File: src/rtl/pipe_skid_reg_if.sv
// Valid/ready stream bundle used on both sides of the elastic pipeline register.
// The master drives valid and data, and the slave drives ready.
interface pipe_skid_reg_if #(
    parameter int WIDTH = 32
);
    logic             valid;
    logic             ready;
    logic [WIDTH-1:0] data;

    modport master (
        output valid,
        output data,
        input  ready
    );

    modport slave (
        input  valid,
        input  data,
        output ready
    );
endinterface

File: src/rtl/pipe_skid_reg.sv
// Elastic two-entry pipeline register (main + skid) sitting between CPU stages.
// in_ready is decoded from the state flop only. This keeps out_ready off the
// combinational path to in_ready while still sustaining one item per cycle.
// A synchronous flush drops every held and incoming item and loads the bubble value.
module pipe_skid_reg #(
    parameter int               WIDTH   = 32,
    parameter logic [WIDTH-1:0] CLR_VAL = '0
) (
    input  logic                  clk,
    input  logic                  rst_n,
    input  logic                  flush,
    pipe_skid_reg_if.slave        in_if,
    pipe_skid_reg_if.master       out_if,
    output logic [1:0]            count
);

    // EMPTY: nothing held; BUSY: main valid; FULL: main (older) + skid (younger) valid
    typedef enum logic [1:0] {
        EMPTY = 2'd0,
        BUSY  = 2'd1,
        FULL  = 2'd2
    } state_e;

    state_e           state_q, state_d;
    logic [WIDTH-1:0] main_q, main_d;
    logic [WIDTH-1:0] skid_q, skid_d;

    logic in_ready;
    logic out_valid;
    logic in_fire;
    logic out_fire;

    assign in_ready     = (state_q != FULL);
    assign out_valid    = (state_q != EMPTY);
    assign in_if.ready  = in_ready;
    assign out_if.valid = out_valid;
    assign out_if.data  = main_q;

    assign in_fire  = in_if.valid & in_ready;
    assign out_fire = out_valid & out_if.ready;

    // Occupancy decoded from the state flop
    always_comb begin
        count = 2'd0;
        unique case (state_q)
            EMPTY:   count = 2'd0;
            BUSY:    count = 2'd1;
            FULL:    count = 2'd2;
            default: count = 2'd0;
        endcase
    end

    // Next-state and data steering; flush overrides every transfer in its cycle
    always_comb begin
        state_d = state_q;
        main_d  = main_q;
        skid_d  = skid_q;
        if (flush) begin
            state_d = EMPTY;
            main_d  = CLR_VAL;
            skid_d  = CLR_VAL;
        end else begin
            unique case (state_q)
                EMPTY: begin
                    if (in_fire) begin
                        state_d = BUSY;
                        main_d  = in_if.data;
                    end
                end
                BUSY: begin
                    if (in_fire && out_fire) begin
                        main_d = in_if.data;
                    end else if (in_fire) begin
                        state_d = FULL;
                        skid_d  = in_if.data;
                    end else if (out_fire) begin
                        state_d = EMPTY;
                    end
                end
                FULL: begin
                    if (out_fire) begin
                        state_d = BUSY;
                        main_d  = skid_q;
                    end
                end
                default: begin
                    state_d = EMPTY;
                end
            endcase
        end
    end

    // State and payload registers with asynchronous reset to the bubble value
    always_ff @(posedge clk or negedge rst_n) begin
        if (!rst_n) begin
            state_q <= EMPTY;
            main_q  <= CLR_VAL;
            skid_q  <= CLR_VAL;
        end else begin
            state_q <= state_d;
            main_q  <= main_d;
            skid_q  <= skid_d;
        end
    end

endmodule
File: src/flat_wrapper.sv
// flat-port wrapper written by rule: the top's interface ports become plain ports
module pipe_skid_reg_flat 
#(
    parameter int               WIDTH   = 32,
    parameter logic [WIDTH-1:0] CLR_VAL = '0
)
  (clk, rst_n, flush, count, in_if_valid, in_if_data, in_if_ready, out_if_valid, out_if_data, out_if_ready);
  pipe_skid_reg_if #(.WIDTH(WIDTH)) in_if_i ();
  pipe_skid_reg_if #(.WIDTH(WIDTH)) out_if_i ();
  input  logic clk;
  input  logic rst_n;
  input  logic flush;
  output logic [1:0] count;
  input wire logic [$bits(in_if_i.valid)-1:0] in_if_valid;
  input wire logic [$bits(in_if_i.data)-1:0] in_if_data;
  output wire logic [$bits(in_if_i.ready)-1:0] in_if_ready;
  output wire logic [$bits(out_if_i.valid)-1:0] out_if_valid;
  output wire logic [$bits(out_if_i.data)-1:0] out_if_data;
  input wire logic [$bits(out_if_i.ready)-1:0] out_if_ready;
  assign in_if_i.valid = in_if_valid;
  assign in_if_i.data = in_if_data;
  assign in_if_ready = in_if_i.ready;
  assign out_if_valid = out_if_i.valid;
  assign out_if_data = out_if_i.data;
  assign out_if_i.ready = out_if_ready;
  pipe_skid_reg #(.WIDTH(WIDTH), .CLR_VAL(CLR_VAL)) u_core (.clk(clk), .rst_n(rst_n), .flush(flush), .in_if(in_if_i), .out_if(out_if_i), .count(count));
endmodule
File: config.mk
export PLATFORM = sky130hd
export DESIGN_NAME = pipe_skid_reg_flat
export DESIGN_NICKNAME = d
export VERILOG_FILES = /design/src/rtl/pipe_skid_reg_if.sv /design/src/rtl/pipe_skid_reg.sv /design/src/flat_wrapper.sv
export SDC_FILE = /design/constraint.sdc
export NUM_CORES = 1
export LEC_CHECK = 0
export CORE_MARGIN = 2
export CORE_UTILIZATION = 35
export CTS_BUF_LIST = sky130_fd_sc_hd__clkbuf_8
export DETAILED_ROUTE_END_ITERATION = 7
export PLACE_DENSITY_LB_ADDON = 0.05
export RECOVER_POWER = 100
export SLEW_MARGIN = 30
export SYNTH_ARGS = -nofsm -noshare
export SYNTH_HDL_FRONTEND = slang
export SYNTH_SLANG_ARGS = --single-unit
File: constraint.sdc
create_clock -name clk -period 2 [get_ports clk]
set_input_delay 0.2 -clock clk [delete_from_list [all_inputs] [get_ports clk]]
set_output_delay 0.2 -clock clk [all_outputs]
set_load 0.01 [all_outputs]
==> metrics.cfg, run 1 <==
[finish]
final_util_pct = 53.3
area_growth_syn_to_layout_pct = 45.6
num-nets-final = 339
multiInputGateArea_um2 = 1200
drive_gt1_share_pct = 15.0
antenna_cells = 0
fillCellCount = 732
regArea_um2 = 1650

[min_path]
hold_path_class = flop to flop

[synth]
synth_most_common_cell = dfrtp_1
ys_seq_elements = 66
syn_avg_cell_area_um2 = 13.5
synth_nets = 255
syn_area_um2 = 2860
synth_edf_count = 0
synth_cells = 212
ys_seq_area_share_pct = 57.8
yosysUniqueCellTypes = 26
synth_top_area_share_pct = 57.8
async_reset_ff_share_pct = 100
ys.flop_type = dfrtp_1
yosys-top-cells-area = dfrtp_1 (58%), mux2i_1 (11%), a22o_1 (9.8%), o2bb2ai_1 (9.8%), ha_1 (2.6%)
netlist_top_cells_count = dfrtp_1 (66), a22o_1 (32), mux2i_1 (32), o2bb2ai_1 (32), buf_2 (11)
yosys_warnings = 0
synth_largest_area_cell = dfrtp_1

[sta]
setup_ws_ns = 0.0569
hold_viol = 0
period_minus_slack_ns = 1.94
tightest_slew_ns = 1.39
drv_slew = 0
max_freq_mhz = 515
fin_skew_ns = 0.00655
finalCritPeriodShare_pct = 97.2
whs_ns = 0.486
setup_viol = 0
rsz0062_at_grt = false
relSlewSlack_pct = 7.56

[global_routing]
grtUsageTotal_pct = 17.0
grtUsageMet3_pct = 5.43
met1_usage_pct = 23.7
grt-busiest-layer = met2
antenna_found_initial = 0
grt_max_degree = 33
grt_overflow = 0
grt_first_pass_wirelength_um = 11500
grt_pass1_vias = 2223
grtUsageMet2_pct = 26.4

[flow_run]
drv_cap = 0

[clock_network]
ctsRootBufferMaster = clkbuf_8
cts_made_buffers = 9
cts_tree = built
clock_latency_ns = 0.33
clk_pin_slew_ns = 0.08
cts.sinks = 66
htreeDepth = 3
clockBufferDepth = 2

[power]
ir_worst_vdd_mv = 0.552
p_leak_nw = 1.80
p_per_area_nw_per_um2 = 919
finalPower_mw = 3.82

[floorplanning]
die_h_um = 94.4
dieArea_um2 = 8910
io_pins = 73
rows = 32
start_util_pct = 36.6
die_x_um = 94.4
core_area_um2 = 7810

[placement]
portBuffers = 72
hpwl_um = 4250
globalplace.congestion = 0.800
place_ws_ns = -0.0933

[worst_setup_path]
crit_fanout = 13
critical_path_required_ns = 1.80
max_stage_delay_ns = 0.53
r2r_setup_slack_ns = 0.11
cp_slowest_cell = clkdlybuf4s50_1
crit_chain = ha_4 -> buf_12 -> inv_1 -> clkdlybuf4s50_1
critPathKind = flop to output port
end_kind = output port
cp.arrival_ns = 1.74
start_kind = flop

[run_status]
status = finished, final reports clean

[route]
dr.first_iter.drc_count = 145
drtPass1Iterations = 4
ant_nets = 0
vias = 2124
drc = 0
post_drt_wl_per_cell_um = 18.4
viasPerCell = 5.27
drt_wl_total_um = 7420

where the power goes:
group          internal [mW]  switching (mW)
Combinational          0.518           0.480
Sequential              1.50          0.0927
Clock                  0.699           0.534
Total                   2.72            1.11
per-layer routing:
metal	share of wire, %	vias to the layer above
met3	4.9	5
met2	46	52
met1	48	1083
met4	0.71	0
met5	0	-
li1	-	984
cells by family (layout without fill, tap and decap cells):
| logic type | count (synthesis) | after routing | synth area share (%) |
|---|---|---|---|
| compound gates | 74 | 75 | 22.0 |
| fa+ha+maj | 6 | 6 | 2.63 |
| buf+inv | 21 | 109 | 3.63 |
| flops | 66 | 66 | 57.8 |
| mux | 32 | 32 | 11.2 |
| simple gates | 13 | 13 | 2.80 |
path summary, 6_finish.rpt:
check	endpoint	depth (start not counted)	start
max	in_if_ready	4	u_core.state_q[1]
min	u_core.out_if.data[21]	1	u_core.out_if.data[21]
max reg2reg	u_core.skid_q[18]	7	u_core.state_q[1]
min reg2reg	u_core.out_if.data[21]	1	u_core.out_if.data[21]
max in group asynchronous	u_core.state_q[1]	2	rst_n
min in group asynchronous	u_core.state_q[1]	2	rst_n
cell type report:
type	count	area share, %
sequential	66	39.7
multi-input combinational	126	28.9
timing repair buffer	89	22.8
tap	102	3.07
clock buffer	9	2.98
clock inverter	7	2.25
inverter	4	0.361
cells in the final DEF, fill, tap and decap left out, types with 2 or more instances in the layout:
cell,count
ha_1,2
mux2i_1,32
o2bb2ai_1,32
ha_4,3
bufinv_16,2
a21oi_1,2
nor2_1,3
buf_6,2
a22o_1,32
dfrtp_1,65
buf_4,6
clkbuf_8,9
dlygate4sd3_1,34
nor2b_1,2
inv_1,2
clkinvlp_4,2
buf_12,5
inv_2,2
a21oi_4,2
clkinv_2,2
clkbuf_16,2
nand2b_1,2
clkdlybuf4s50_1,38
what timing repair did:
item / in CTS / in global routing
buffers inserted: 0 / 2
pin swaps: 1 / 2
gates resized for setup: 8 / 11
gates cloned: 1 / 3
setup endpoints to repair: 33 / 61
hold endpoints to repair: 21 / 0
hold buffers: 1 / 0
registers in the layout, indices dropped and copies added, names as in the netlist:
| name | cells |
|---|---|
| u_core.out_if.data | 32 |
| u_core.skid_q | 32 |
| u_core.state_q | 2 |
through the flow:
step	instance area (um2)	setup TNS (ns)	std cells
finish	4160	0	403
global route	4160	0	403
CTS	4050	0	398
detailed placement	3780	-2.55	380
global placement	3780	-1.85	380
floorplan	2860	0	212
worst max-delay path, delay by kind of cell (launching register included):
| family | cells | cell delay, ns |
|---|---|---|
| buffers and inverters | 3 | 0.76 |
| flip-flops | 1 | 0.45 |
| adder cells (fa/ha/maj) | 1 | 0.19 |
Note: power is estimated with default switching activity, not from simulation.
==> inputs of run 2 (changes only) <==
--- a/config.mk
+++ b/config.mk
@@ -10,7 +10,7 @@
 export CTS_BUF_LIST = sky130_fd_sc_hd__clkbuf_8
 export DETAILED_ROUTE_END_ITERATION = 7
 export PLACE_DENSITY_LB_ADDON = 0.05
-export RECOVER_POWER = 100
+export RECOVER_POWER = 25
 export SLEW_MARGIN = 30
 export SYNTH_ARGS = -nofsm -noshare
 export SYNTH_HDL_FRONTEND = slang
==> constraint.sdc (replaced) <==
create_clock -name clk -period 2.1 [get_ports clk]
set_input_delay 0.21 -clock clk [delete_from_list [all_inputs] [get_ports clk]]
set_output_delay 0.21 -clock clk [all_outputs]
set_load 0.01 [all_outputs]
==> run 2 against run 1 <==
  * Combinational power decreased by 8.9%
  * Setup slack improved by 0.043 ns
  * Largest power group unchanged
  * Utilization decreased by 2.3 points
==> metrics.cfg, run 2 (synthesized netlist as in run 1, its figures left out) <==
[sta]
fin_skew_ns = 0.00505
tightest_slew_ns = 0.888
drv_slew = 0
whs_ns = 0.206
relSlewSlack_pct = 40.8
period_minus_slack_ns = 2.00
finalCritPeriodShare_pct = 95.2
max_freq_mhz = 500
hold_viol = 0
setup_viol = 0

[global_routing]
grt_overflow = 0
grt_first_pass_wirelength_um = 11200
antenna_found_initial = 0
grt_max_degree = 65
grt_pass1_vias = 2073
grtUsageTotal_pct = 16.4

[power]
p_leak_nw = 1.66
finalPower_mw = 3.54
p_per_area_nw_per_um2 = 888
ir_worst_vdd_mv = 0.357

[worst_setup_path]
cp.arrival_ns = 1.79
critical_path_required_ns = 1.89
crit_chain = inv_1 -> ha_2 -> buf_8 -> inv_1 -> clkdlybuf4s50_1
max_stage_delay_ns = 0.48
crit_fanout = 13
crit_top_cell = inv_1
end_kind = output port
critPathKind = flop to output port
cp_slowest_cell = clkdlybuf4s50_1
start_kind = flop

[clock_network]
clockBufferDepth = 2
post_cts_buffers = 0
cts.sinks = 66
clock_latency_ns = 0.33
ctsRootBufferMaster = clkbuf_8
cts_tree = built
cts_made_buffers = 9
clk_pin_slew_ns = 0.07
htreeDepth = 3

[finish]
area_growth_syn_to_layout_pct = 39.2
fillCellCount = 744
final_util_pct = 51.0
drive_gt1_share_pct = 10.9
antenna_cells = 0
num-nets-final = 332
most-common-layout-cells = clkdlybuf4s50_1 (71), dfrtp_1 (66), mux2i_1 (32), o2bb2ai_1 (32), a22o_1 (32)
final_common_cell = clkdlybuf4s50_1

[floorplanning]
io_pins = 73
core_area_um2 = 7810
die_x_um = 94.4
dieArea_um2 = 8910
die_h_um = 94.4
start_util_pct = 36.6
rows = 32

[placement]
globalplace.congestion = 0.777
portBuffers = 72
hpwl_um = 4140

[route]
drc = 0
viasPerCell = 5.26
drt_wl_total_um = 7080
vias = 2081
drtPass1Iterations = 4
ant_nets = 0
post_drt_wl_per_cell_um = 17.9
dr.first_iter.drc_count = 159

[run_status]
status = finished, final reports clean

[flow_run]
drv_cap = 0

[min_path]
hold_path_class = primary input to async pin

==> run 2: final cells by class <==
type / instances / area (um2) / area share [%]
Timing Repair Buffer: 82 / 828 / 20.8
Sequential cell: 66 / 1650 / 41.5
Clock inverter: 5 / 52.6 / 1.32
Multi-Input combinational cell: 126 / 1150 / 29.0
Clock buffer: 11 / 151 / 3.80
Tap cell: 102 / 128 / 3.21
Inverter: 4 / 15.0 / 0.377
==> run 2: path summary, 6_finish.rpt <==
path / from / end / slack [ns] / cells past startpoint
setup reg to reg: u_core.state_q[1] / u_core.skid_q[18] / 0.13 / 7
hold reg to reg: u_core.out_if.data[21] / u_core.out_if.data[21] / 0.49 / 1
max in group asynchronous: rst_n / u_core.skid_q[23] / 0.77 / 3
min in group clk: u_core.out_if.data[21] / u_core.out_if.data[21] / 0.49 / 1
setup / recovery: u_core.state_q[0] / in_if_ready / 0.10 / 5
hold / removal: rst_n / u_core.state_q[0] / 0.21 / 2
==> run 2: worst max-delay path, delay by kind of cell (launching register included) <==
kind / cells / cell delay, ns
DFF: 1 / 0.38
buffers and inverters: 4 / 0.86
adders and majority gates: 1 / 0.22
==> run 2: where the power goes <==
part / switching [mW] / total [mW] / internal (mW)
Sequential: 0.0940 / 1.52 / 1.43
Combinational: 0.430 / 0.909 / 0.479
Clock: 0.495 / 1.10 / 0.607
Total: 1.02 / 3.54 / 2.52
==> run 2: repair_timing <==
action	in CTS	in global routing
cloned	0	1
endpoints found under the setup margin	1	36
hold buffers	1	0
resized for setup	1	7
pin swaps	0	1
hold endpoints to repair	66	0
==> run 2: metal layers <==
layer	GRT usage, %	vias up	wire (um)
met5	0	-	0
met4	3.26	0	47
met3	5.27	5	351
met2	24.0	61	3200
met1	24.1	1048	3480
li1	-	967	-
==> run 2: metrics by stage <==
step	std cells	area (um2)	TNS, ns	setup WS (ns)
final	396	3980	0	0.100
after global routing	396	3980	-0.00294	-0.00294
after CTS	395	3950	0	0.0138
after detailed placement	378	3740	0	0.0308
after global placement	378	3740	0	0.0360
after floorplan	212	2860	0	0.321
